## config.mk

```make
export PLATFORM = sky130hd
export DESIGN_NAME = wb_stage_flat
export DESIGN_NICKNAME = d
export VERILOG_FILES = /design/src/rtl/wb_stage_pkg.sv /design/src/rtl/wb_stage_if.sv /design/src/rtl/wb_stage_load_ext.sv /design/src/rtl/wb_stage.sv /design/src/flat_wrapper.sv
export SDC_FILE = /design/constraint.sdc
export NUM_CORES = 1
export LEC_CHECK = 0
export ABC_AREA = 1
export CAP_MARGIN = 0
export CORE_MARGIN = 8
export CORE_UTILIZATION = 29
export CTS_BUF_LIST = sky130_fd_sc_hd__clkbuf_8
export CTS_CLUSTER_SIZE = 10
export DETAILED_ROUTE_END_ITERATION = 8
export MAX_ROUTING_LAYER = met4
export PLACE_DENSITY_LB_ADDON = 0.2
export SLEW_MARGIN = 20
export SYNTH_ARGS = -nofsm -noshare
export SYNTH_HDL_FRONTEND = slang
export SYNTH_SLANG_ARGS = --single-unit
```

## constraint.sdc

```tcl
create_clock -name clk -period 4.9 [get_ports clk]
set_input_delay 0.735 -clock clk [delete_from_list [all_inputs] [get_ports clk]]
set_output_delay 0.735 -clock clk [all_outputs]
set_load 0.005 [all_outputs]
```

## src/rtl/wb_stage_pkg.sv

```systemverilog
// rtl/wb_stage_pkg.sv - shared widths, opcodes, load funct3 codes and exception bit positions
package wb_stage_pkg;
    localparam int XLEN          = 32;
    localparam int REG_IDX_WIDTH = 5;
    localparam int INSTR_WIDTH   = 32;
    localparam int EXCP_WIDTH    = 5;

    localparam logic [6:0] INSTR_LD = 7'b0000011;
    localparam logic [6:0] INSTR_ST = 7'b0100011;

    localparam logic [2:0] F3_LB  = 3'b000;
    localparam logic [2:0] F3_LH  = 3'b001;
    localparam logic [2:0] F3_LW  = 3'b010;
    localparam logic [2:0] F3_LBU = 3'b100;
    localparam logic [2:0] F3_LHU = 3'b101;

    localparam int EXCP_LD_MISALIGN     = 4;
    localparam int EXCP_LD_BUS_ERR      = 3;
    localparam int EXCP_ST_AMO_MISALIGN = 2;
    localparam int EXCP_ST_AMO_BUS_ERR  = 1;
    localparam int EXCP_BAD_ADDR        = 0;
endpackage

```

## src/rtl/wb_stage_if.sv

```systemverilog
// rtl/wb_stage_if.sv - memory-stage input handshake and register-file write port of the writeback stage
interface wb_stage_if;
    import wb_stage_pkg::*;

    logic                     mem_valid_i;
    logic                     mem_ready_o;
    logic [INSTR_WIDTH-1:0]   mem_instr_i;
    logic [REG_IDX_WIDTH-1:0] mem_rd_idx_i;
    logic                     mem_rd_en_i;
    logic [XLEN-1:0]          mem_rd_wdata_i;
    logic [XLEN-1:0]          mem_addr_i;
    logic [EXCP_WIDTH-1:0]    mem_excp_i;
    logic                     wb_stall_i;
    logic                     wb_flush_i;
    logic                     wb_valid_o;
    logic                     wb_rd_en_o;
    logic [REG_IDX_WIDTH-1:0] wb_rd_idx_o;
    logic [XLEN-1:0]          wb_rd_wdata_o;
    logic [EXCP_WIDTH-1:0]    wb_excp_o;
    logic                     wb_illegal_o;
    logic [63:0]              wb_instret_o;

    modport slave (
        input  mem_valid_i, mem_instr_i, mem_rd_idx_i, mem_rd_en_i, mem_rd_wdata_i,
               mem_addr_i, mem_excp_i, wb_stall_i, wb_flush_i,
        output mem_ready_o, wb_valid_o, wb_rd_en_o, wb_rd_idx_o, wb_rd_wdata_o,
               wb_excp_o, wb_illegal_o, wb_instret_o
    );

    modport master (
        output mem_valid_i, mem_instr_i, mem_rd_idx_i, mem_rd_en_i, mem_rd_wdata_i,
               mem_addr_i, mem_excp_i, wb_stall_i, wb_flush_i,
        input  mem_ready_o, wb_valid_o, wb_rd_en_o, wb_rd_idx_o, wb_rd_wdata_o,
               wb_excp_o, wb_illegal_o, wb_instret_o
    );
endinterface

```

## src/rtl/wb_stage_load_ext.sv

```systemverilog
// rtl/wb_stage_load_ext.sv - combinational load lane select with sign/zero extension
module wb_stage_load_ext
    import wb_stage_pkg::*;
(
    input  logic [2:0]      funct3,
    input  logic [1:0]      offset,
    input  logic [XLEN-1:0] word,
    output logic [XLEN-1:0] data,
    output logic            illegal
);
    logic [7:0]  byte_sel;
    logic [15:0] half_sel;

    always_comb begin
        byte_sel = word[7:0];
        case (offset)
            2'd0: byte_sel = word[7:0];
            2'd1: byte_sel = word[15:8];
            2'd2: byte_sel = word[23:16];
            2'd3: byte_sel = word[31:24];
            default: byte_sel = word[7:0];
        endcase
        // offset[0] is ignored for halfwords; misalignment is trapped upstream
        half_sel = offset[1] ? word[31:16] : word[15:0];
    end

    always_comb begin
        data    = word;
        illegal = 1'b0;
        case (funct3)
            F3_LB:  data = {{24{byte_sel[7]}}, byte_sel};
            F3_LBU: data = {24'd0, byte_sel};
            F3_LH:  data = {{16{half_sel[15]}}, half_sel};
            F3_LHU: data = {16'd0, half_sel};
            F3_LW:  data = word;
            default: illegal = 1'b1;
        endcase
    end
endmodule

```

## src/rtl/wb_stage.sv

```systemverilog
// rtl/wb_stage.sv - writeback pipeline register, register-file write gating and retired-instruction counter
module wb_stage
    import wb_stage_pkg::*;
(
    input logic        clk,
    input logic        rst,
    wb_stage_if.slave  bus
);
    logic                     accept;
    logic                     valid_q;
    logic                     rd_en_q;
    logic [REG_IDX_WIDTH-1:0] rd_idx_q;
    logic                     is_load_q;
    logic [2:0]               funct3_q;
    logic [1:0]               offset_q;
    logic [XLEN-1:0]          wdata_q;
    logic [EXCP_WIDTH-1:0]    excp_q;
    logic [63:0]              instret_q;

    logic [XLEN-1:0]          ext_data;
    logic                     ext_illegal;
    logic                     illegal;
    logic                     retire;
    logic                     unused_bits;

    assign unused_bits = ^{bus.mem_instr_i[31:15], bus.mem_instr_i[11:7], bus.mem_addr_i[XLEN-1:2]};

    assign bus.mem_ready_o = ~bus.wb_stall_i;
    assign accept = bus.mem_valid_i & bus.mem_ready_o & ~bus.wb_flush_i;

    always_ff @(posedge clk) begin
        if (rst) begin
            valid_q   <= 1'b0;
            rd_en_q   <= 1'b0;
            rd_idx_q  <= '0;
            is_load_q <= 1'b0;
            funct3_q  <= 3'd0;
            offset_q  <= 2'd0;
            wdata_q   <= '0;
            excp_q    <= '0;
        end else begin
            valid_q <= accept;
            if (accept) begin
                rd_en_q   <= bus.mem_rd_en_i;
                rd_idx_q  <= bus.mem_rd_idx_i;
                is_load_q <= (bus.mem_instr_i[6:0] == INSTR_LD);
                funct3_q  <= bus.mem_instr_i[14:12];
                offset_q  <= bus.mem_addr_i[1:0];
                wdata_q   <= bus.mem_rd_wdata_i;
                excp_q    <= bus.mem_excp_i;
            end
        end
    end

    wb_stage_load_ext u_load_ext (
        .funct3  (funct3_q),
        .offset  (offset_q),
        .word    (wdata_q),
        .data    (ext_data),
        .illegal (ext_illegal)
    );

    assign illegal = valid_q & is_load_q & ext_illegal;
    assign retire  = valid_q & ~|excp_q & ~illegal;

    always_ff @(posedge clk) begin
        if (rst) begin
            instret_q <= 64'd0;
        end else if (retire) begin
            instret_q <= instret_q + 64'd1;
        end
    end

    // An instruction sitting in the register while rst is high is discarded, so its write is suppressed
    assign bus.wb_valid_o    = valid_q;
    assign bus.wb_rd_en_o    = retire & rd_en_q & (rd_idx_q != '0) & ~rst;
    assign bus.wb_rd_idx_o   = rd_idx_q;
    assign bus.wb_rd_wdata_o = is_load_q ? ext_data : wdata_q;
    assign bus.wb_excp_o     = valid_q ? excp_q : '0;
    assign bus.wb_illegal_o  = illegal;
    assign bus.wb_instret_o  = instret_q;
endmodule

```

## src/flat_wrapper.sv

```systemverilog
// flat-port wrapper written by rule: the top's interface ports become plain ports
module wb_stage_flat import wb_stage_pkg::*;
  (clk, rst, bus_mem_valid_i, bus_mem_instr_i, bus_mem_rd_idx_i, bus_mem_rd_en_i, bus_mem_rd_wdata_i, bus_mem_addr_i, bus_mem_excp_i, bus_wb_stall_i, bus_wb_flush_i, bus_mem_ready_o, bus_wb_valid_o, bus_wb_rd_en_o, bus_wb_rd_idx_o, bus_wb_rd_wdata_o, bus_wb_excp_o, bus_wb_illegal_o, bus_wb_instret_o);
  wb_stage_if bus_i ();
  input logic clk;
  input logic rst;
  input wire logic [$bits(bus_i.mem_valid_i)-1:0] bus_mem_valid_i;
  input wire logic [$bits(bus_i.mem_instr_i)-1:0] bus_mem_instr_i;
  input wire logic [$bits(bus_i.mem_rd_idx_i)-1:0] bus_mem_rd_idx_i;
  input wire logic [$bits(bus_i.mem_rd_en_i)-1:0] bus_mem_rd_en_i;
  input wire logic [$bits(bus_i.mem_rd_wdata_i)-1:0] bus_mem_rd_wdata_i;
  input wire logic [$bits(bus_i.mem_addr_i)-1:0] bus_mem_addr_i;
  input wire logic [$bits(bus_i.mem_excp_i)-1:0] bus_mem_excp_i;
  input wire logic [$bits(bus_i.wb_stall_i)-1:0] bus_wb_stall_i;
  input wire logic [$bits(bus_i.wb_flush_i)-1:0] bus_wb_flush_i;
  output wire logic [$bits(bus_i.mem_ready_o)-1:0] bus_mem_ready_o;
  output wire logic [$bits(bus_i.wb_valid_o)-1:0] bus_wb_valid_o;
  output wire logic [$bits(bus_i.wb_rd_en_o)-1:0] bus_wb_rd_en_o;
  output wire logic [$bits(bus_i.wb_rd_idx_o)-1:0] bus_wb_rd_idx_o;
  output wire logic [$bits(bus_i.wb_rd_wdata_o)-1:0] bus_wb_rd_wdata_o;
  output wire logic [$bits(bus_i.wb_excp_o)-1:0] bus_wb_excp_o;
  output wire logic [$bits(bus_i.wb_illegal_o)-1:0] bus_wb_illegal_o;
  output wire logic [$bits(bus_i.wb_instret_o)-1:0] bus_wb_instret_o;
  assign bus_i.mem_valid_i = bus_mem_valid_i;
  assign bus_i.mem_instr_i = bus_mem_instr_i;
  assign bus_i.mem_rd_idx_i = bus_mem_rd_idx_i;
  assign bus_i.mem_rd_en_i = bus_mem_rd_en_i;
  assign bus_i.mem_rd_wdata_i = bus_mem_rd_wdata_i;
  assign bus_i.mem_addr_i = bus_mem_addr_i;
  assign bus_i.mem_excp_i = bus_mem_excp_i;
  assign bus_i.wb_stall_i = bus_wb_stall_i;
  assign bus_i.wb_flush_i = bus_wb_flush_i;
  assign bus_mem_ready_o = bus_i.mem_ready_o;
  assign bus_wb_valid_o = bus_i.wb_valid_o;
  assign bus_wb_rd_en_o = bus_i.wb_rd_en_o;
  assign bus_wb_rd_idx_o = bus_i.wb_rd_idx_o;
  assign bus_wb_rd_wdata_o = bus_i.wb_rd_wdata_o;
  assign bus_wb_excp_o = bus_i.wb_excp_o;
  assign bus_wb_illegal_o = bus_i.wb_illegal_o;
  assign bus_wb_instret_o = bus_i.wb_instret_o;
  wb_stage u_core (.clk(clk), .rst(rst), .bus(bus_i));
endmodule
```

# Word level (Yosys, flattened, before mapping)
# Index checks and enable logic that the tools add are counted.
# classes
addsub,1
eq_ne,8
n_mux,6
bitwise_logic,13
n_reduce_logical,6
# op_table
cell,count
case mux 32 bit (4 select lines),1
adder 64 x 1 -> 64 bit (second input constant),1
2-to-1 mux 32 bit,1
case mux 8 bit (4 select lines),1
2-to-1 mux 16 bit,1
OR reduction 5 bit,2
bitwise AND 1 bit,9
equality test 7 x 2 -> 1 bit (second input constant),1
equality test 3 bit (second input constant),2
2-to-1 mux 5 bit,1
nonzero test 5 bit,1
equality test 2 bit (second input constant),2
NOT 1 bit,4
equality test 3 x 1 -> 1 bit (second input constant),1
equality test 3 x 2 -> 1 bit (second input constant),1
logical NOT 3 bit,1
equality test 2 x 1 -> 1 bit (second input constant),1
logical NOT 2 bit,1
logical NOT 1 bit,1
2-to-1 mux 1 bit,1
# word_totals
ff_bits,114
elab_cells,43

# Logic depth before layout (Yosys ltp)
# Gate-level depths: netlist (run 1).
# logic_depth
word_depth,9
mapped_depth,12

# Modules after synthesis
# From an unflattened synthesis (run 1), not the netlist that was laid out.
# hier_totals
cells_unflattened,1121
area_unflattened_um2,6972.9
# modules_own_cells
module,n_inst,cells_each,area_each_um2,seq_area_each_um2
wb_stage,1,950,6102.1,2282.2
wb_stage_load_ext,1,171,870.8,0.0

# Worst setup path before layout (run 1)
# OpenSTA, ideal clock, no wires.
# synth_path
kind,input-to-output
from,input rst
to,output bus_wb_rd_en_o
arrival_ns,1.585
slack_ns,2.580
path_stages,5
cell_sequence,clkbuf_1 > clkinv_1 > buf_1 > nand2_1 > a311oi_1
# synth_via
elab_chain_len,2
# synth_rtl
element,line_no,rtl
"start, declared",flat_wrapper.sv:6,input logic rst;
NOT 1 bit,wb_stage.sv:76,assign bus.wb_rd_en_o = retire & rd_en_q & (rd_idx_q != '0) & ~rst;
bitwise AND 1 bit,wb_stage.sv:76,
"end, declared",flat_wrapper.sv:18,output wire logic [$bits(bus_i.wb_rd_en_o)-1:0] bus_wb_rd_en_o;
# Every way passes these cells.

# Worst setup path after layout (run 1)
# layout_path
from,register u_core.offset_q[1]
to,output bus_wb_rd_wdata_o[25]
# layout_via
elab_chain_len,4
# layout_rtl
element,line_no,rtl
"start, declared",wb_stage.sv:15,logic [1:0] offset_q;
"start signal, assigned",wb_stage.sv:48,offset_q <= bus.mem_addr_i[1:0];
"equality test 2 bit, or another cell as far along",wb_stage_load_ext.sv:16,case (offset)
case mux 8 bit (4 select lines),wb_stage_load_ext.sv:16,
case mux 32 bit (4 select lines) (*),wb_stage_load_ext.sv:30,case (funct3)
2-to-1 mux 32 bit (*),wb_stage.sv:78,assign bus.wb_rd_wdata_o = is_load_q ? ext_data : wdata_q;
"end, declared",flat_wrapper.sv:20,output wire logic [$bits(bus_i.wb_rd_wdata_o)-1:0] bus_wb_rd_wdata_o;
# Mark *: on every way between the ends. The rest lies on a longest branch, timed or not.

==> results.cfg, run 1 <==
[status]
status = completed

[global_route]
first_global_vias = 6423
grt_use_total = 0.168
overflow = 0
grt_max_degree = 90
grt_first_pass_wirelength_um = 34300
antenna_found_initial = 1

[clock_tree]
path_clk_slew_ns = 0.07
cts_setup_buffers = 0
insertion_delay_ns = 0.44
cts_resized = 0
numCtsBuffers = 17
htree_levels = 4
clock_sinks = 114
postCtsHoldBufs = 0
cts_tree = done
cts_buffer_depth = 2
root_buffer = clkbuf_8

[routing]
drt-vias-per-instance = 4.67
drc = 0
wl_um = 21400
ant_nets = 0
routed-via-count = 6768
firstDrtPassIters = 5
drt_first_iter_violations = 364
post_drt_wl_per_cell_um = 14.8

[timing]
slew_headroom = 0.404
slew_violations = 0
worstMarginPinSlew_ns = 0.894
rsz0062_at_grt = no
finalSetupViolCount = 0
final.setup.tns_ns = 0
fin_crit_sh = 0.740
clock_skew_ns = 0.00880
hold_viol_final = 0
layout_setup_ws_ns = 1.28
fin_crit_ns = 3.62
timing.hold.ws_ns = 0.467
fmax_mhz = 276

[pwr]
power.density_mw_per_mm2 = 249
p_total_uw = 2140
leakage_uw = 0.00318
ir_drop_mv = 0.154

[logic_synthesis]
synth_seq_cells = 114
ys_seq_area_frac = 0.367
syn_nets = 1112
async_reset_ff_frac = 0
synth_edf_count = 0
synth_area_leaders = dfxtp_1, nor2_1, nand2_1
postSynthCellCount = 999
synthDistinctLibCells = 35
yosys_warnings = 0
synth_area_leader_cell = dfxtp_1
netlist.area_leader.share = 0.367
synth_flop_cell = dfxtp_1
netlist_area_sq_mm = 0.00622
avgSynthCellArea_sq_um = 6.23

[place]
gp_congestion = 0.897
dp_slack_ns = 1.75
place_inst = 1416
portBuffers = 169
dpl.hpwl_um = 16200

[layout]
layout_commonest_cell = nor2_1
layout.nets = 1273
syn_to_final_growth_pct = 38.3
mostFrequentLayoutCells = nor2_1, nand2_1, clkdlybuf4s50_1
stdcell_count = 1449
drive_above_1_share = 0.0546

[worst_setup_path]
worstSetupPathType = reg2out
crit_required_ns = 4.16
crit_fanout = 30
cp-end-kind = output pin
startpoint_type = flop
cp.arrival_ns = 2.89

[floorplan]
std_cell_rows = 53
core_area_sq_mm = 0.0210
io_pins = 222
floorplan.initialDensity = 0.296
die_h_um = 162
die-area_sq_mm = 0.0264
fp.dieW_um = 162

[run]
drv_cap = 0

[worst_hold_path]
hp-class = reg2reg
==> cells by family after synthesis <==
family                     Yosys count  share of synthesized area
buffers and inverters              157                     0.0964
and+or+nand+nor                    526                      0.358
adders and majority gates            1                    0.00201
xor gates and xnor gates            13                     0.0183
DFF                                114                      0.367
AOI/OAI and AO/OA                  188                      0.158
==> synthesized netlist by cell type, types with 2 or more instances <==
cell,instances
a21oi_1,68
a31oi_1,9
buf_1,2
buf_2,4
clkbuf_1,27
clkinv_1,2
dfxtp_1,114
inv_1,117
inv_2,3
nand2_1,205
nand2_2,3
nand3_1,45
nand3_2,2
nand4_1,25
nor2_1,212
nor2_2,10
nor2_4,5
nor3_1,7
nor3b_1,7
o211ai_1,8
o21ai_0,97
o21ai_1,2
o21bai_1,2
xnor2_1,6
xor2_1,7
==> worst max-delay path, stage by stage, from the launching register on <==
cell and delay (ns):
dfxtp_1 0.31, buf_4 0.27, inv_1 0.14, o21ai_1 0.24, o211ai_1 0.15, nand2_1 0.10, nand3_1 0.44, o21ai_0 0.25
clkdlybuf4s50_1 0.55
==> final cells by class <==
type | count | area (sq um)
Tap cell | 275 | 344
Sequential cell | 114 | 2280
Clock inverter | 13 | 166
Fill cell | 2251 | 12400
Inverter | 123 | 463
Multi-Input combinational cell | 728 | 3340
Timing Repair Buffer | 176 | 1740
Antenna cell | 1 | 2.50
Clock buffer | 19 | 262
==> power by group <==
part	internal [uW]	switching, uW
Sequential	947	13.1
Combinational	104	97.2
Clock	573	408
Total	1620	518
==> flip-flops by register name, indices dropped and copies added, names as in the netlist <==
| register | flops |
|---|---|
| u_core.bus.wb_instret_o | 64 |
| u_core.funct3_q | 3 |
| u_core.wdata_q | 32 |
| u_core.is_load_q | 1 |
| u_core.rd_en_q | 1 |
| u_core.excp_q | 5 |
| u_core.bus.wb_rd_idx_o | 5 |
| u_core.offset_q | 2 |
| u_core.bus.wb_valid_o | 1 |
==> path summary, 6_finish.rpt <==
check / from / end / slack (ns) / cells past startpoint
worst max register to register: u_core.bus.wb_valid_o$_SDFF_PP0_ / u_core.bus.wb_instret_o[56]$_SDFFE_PP0P_ / 2.71 / 10
worst max-delay path: u_core.offset_q[1]$_SDFFE_PP0P_ / bus_wb_rd_wdata_o[25] / 1.28 / 8
worst min register to register: u_core.wdata_q[12]$_SDFFE_PP0P_ / u_core.wdata_q[12]$_SDFFE_PP0P_ / 0.47 / 2
worst min-delay path: u_core.wdata_q[12]$_SDFFE_PP0P_ / u_core.wdata_q[12]$_SDFFE_PP0P_ / 0.47 / 2
==> routing by layer <==
layer | global-route usage | routed length, um
met5 | - | 0
met4 | 0.0442 | 221
met3 | 0.0465 | 1310
met2 | 0.249 | 9480
met1 | 0.219 | 10400
==> per-stage QoR <==
| step | util | area [sq um] |
|---|---|---|
| after global routing | 0.409 | 8600 |
| after detailed placement | 0.389 | 8170 |
| final | 0.409 | 8600 |
| after global placement | 0.389 | 8170 |
| after CTS | 0.409 | 8600 |
| after floorplan | - | 6220 |
No activity file was read; power rests on OpenSTA's default activity.
==> inputs of run 2 (changes only) <==
clock period = 3.25 ns   (was 4.9 ns; I/O delays follow)
==> results.cfg, run 2 (same netlist as run 1, synthesis figures left out) <==
[pwr]
power.density_mw_per_mm2 = 378
leakage_uw = 0.00318
ir_drop_mv = 0.202
p_total_uw = 3280

[timing]
layout_setup_ws_ns = 0.314
finalSetupViolCount = 0
fmax_mhz = 341
slew_violations = 0
worstMarginPinSlew_ns = 0.904
hold_viol_final = 0
rsz0062_at_grt = no
clock_skew_ns = 0.0122
fin_crit_ns = 2.94
fin_crit_sh = 0.903
slew_headroom = 0.397
final.setup.tns_ns = 0

[worst_setup_path]
startpoint_type = flop
cpMostUsedCell = nand2_1
slowest_stage = clkdlybuf4s50_1
r2r_cells = 10
critPathMaxStageDelay_ns = 0.55
r2r-end = u_core.bus.wb_instret_o[56]$_SDFFE_PP0P_
worstSetupPathType = reg2out
crit_required_ns = 2.76
cp-end-kind = output pin
crit_fanout = 29
cp.arrival_ns = 2.45
crit_path_cell_trace = buf_4, nand2_1, nand2_1, nand2_1, o211ai_1, or2_1, a21oi_1, clkdlybuf4s50_1
r2r_slack_ns = 1.05
crit_family = buffers and inverters
r2r_start = u_core.bus.wb_valid_o$_SDFF_PP0_
worst-path-buf-inv = 2

[worst_hold_path]
holdCritStartpoint = u_core.wdata_q[13]$_SDFFE_PP0P_
hold_path_end = u_core.wdata_q[13]$_SDFFE_PP0P_
min_path_cells = 2
hp-class = reg2reg

[layout]
utilization = 0.412
layout.nets = 1275
layout_commonest_cell = nor2_1
largest_reg_flops = 64
mostFrequentLayoutCells = nor2_1, nand2_1, clkdlybuf4s50_1
drive_above_1_share = 0.0579
syn_to_final_growth_pct = 39.2
fill_cells = 2237
stdcell_count = 1450

[clock_tree]
clock_sinks = 114
postCtsHoldBufs = 0
numCtsBuffers = 17
cts_tree = done
root_buffer = clkbuf_8
insertion_delay_ns = 0.43
cts_buffer_depth = 2
path_clk_slew_ns = 0.07
htree_levels = 4

[place]
dp_slack_ns = 0.448
portBuffers = 169
gp_congestion = 0.876
place_inst = 1418
dpl.hpwl_um = 16400

[run]
drv_cap = 0

[global_route]
grt_first_pass_wirelength_um = 34000
overflow = 0
first_global_vias = 6305
antenna_found_initial = 1
grt_use_total = 0.166
grt_max_degree = 90

[floorplan]
floorplan.initialDensity = 0.296
fp.dieW_um = 162
die-area_sq_mm = 0.0264
die_h_um = 162
std_cell_rows = 53
core_area_sq_mm = 0.0210
io_pins = 222

[routing]
routed-via-count = 6767
ant_nets = 0
wl_um = 21300
drt_first_iter_violations = 471
drc = 0
firstDrtPassIters = 5
post_drt_wl_per_cell_um = 14.7
drt-vias-per-instance = 4.67

[status]
status = completed
## run 2: cell count changes in the layout (fill, tap and decap cells not counted), sizes merged
cell | previous run | this run
inv | 123 | 121
clkinv | 9 | 6
buf | 7 | 9
clkinvlp | 0 | 2
clkbuf | 19 | 21
## run 2: timing repair
item | in CTS | in global routing
resized for setup | 1 | 1
endpoints found under the hold margin | 0 | 0
buffers inserted | 0 | 0
pin swaps | 0 | 0
endpoints found under the setup margin | 13 | 11
## run 2: power by group
group	internal [uW]	total (uW)	switching, uW
Clock	909	1520	613
Sequential	1430	1450	19.8
Combinational	159	307	148
## run 2: stage by stage
| stage | hold slack (ns) | instance area (sq um) |
|---|---|---|
| after floorplan | 0.439 | 6220 |
| after global placement | 0.454 | 8200 |
| after global routing | 0.487 | 8660 |
| after CTS | 0.469 | 8650 |
| after detailed placement | 0.456 | 8200 |
| final | 0.471 | 8660 |
## run 2: worst min-delay path, cell delays in order, from the launching register on
cell	delay [ns]
dfxtp_1	0.31
inv_1	0.06
a21oi_1	0.05
## run 2: cell type report
class	instances	area [sq um]	share of cell area
antenna	1	2.50	0.000289
clock buffer	21	289	0.0334
timing repair buffer	178	1770	0.205
clock inverter	10	155	0.0179
tap	275	344	0.0397
inverter	123	463	0.0535
sequential	114	2280	0.264
multi-input combinational	728	3350	0.387
## run 2: how the worst max path moves through the flow
stage | slack (ns) | to | cells past startpoint | from
finish | 0.31 | bus_wb_rd_wdata_o[10] | 8 | u_core.offset_q[1]$_SDFFE_PP0P_
global route | 0.1 | bus_wb_rd_wdata_o[29] | 7 | u_core.funct3_q[1]$_SDFFE_PP0P_
CTS | 0.17 | bus_wb_rd_wdata_o[29] | 7 | u_core.funct3_q[1]$_SDFFE_PP0P_
detailed placement | 0.45 | bus_wb_rd_wdata_o[29] | 7 | u_core.funct3_q[1]$_SDFFE_PP0P_
global placement | 0.53 | bus_wb_rd_wdata_o[26] | 7 | u_core.funct3_q[1]$_SDFFE_PP0P_
floorplan | 1.43 | bus_wb_rd_en_o | 5 | rst
## run 2: metal layers
| metal | up-vias | share of wire | global-route usage |
|---|---|---|---|
| met5 | - | 0 | - |
| met4 | 0 | 0.0081 | 0.0396 |
| met3 | 14 | 0.058 | 0.0435 |
| met2 | 167 | 0.45 | 0.255 |
| met1 | 3048 | 0.48 | 0.214 |
| li1 | 3538 | - | - |
==> inputs of run 3 (changes only) <==
GPL_ROUTABILITY_DRIVEN = 0   (was default)
==> results of run 3 <==
The final DEF is identical to that of run 2; final timing and power are the same.
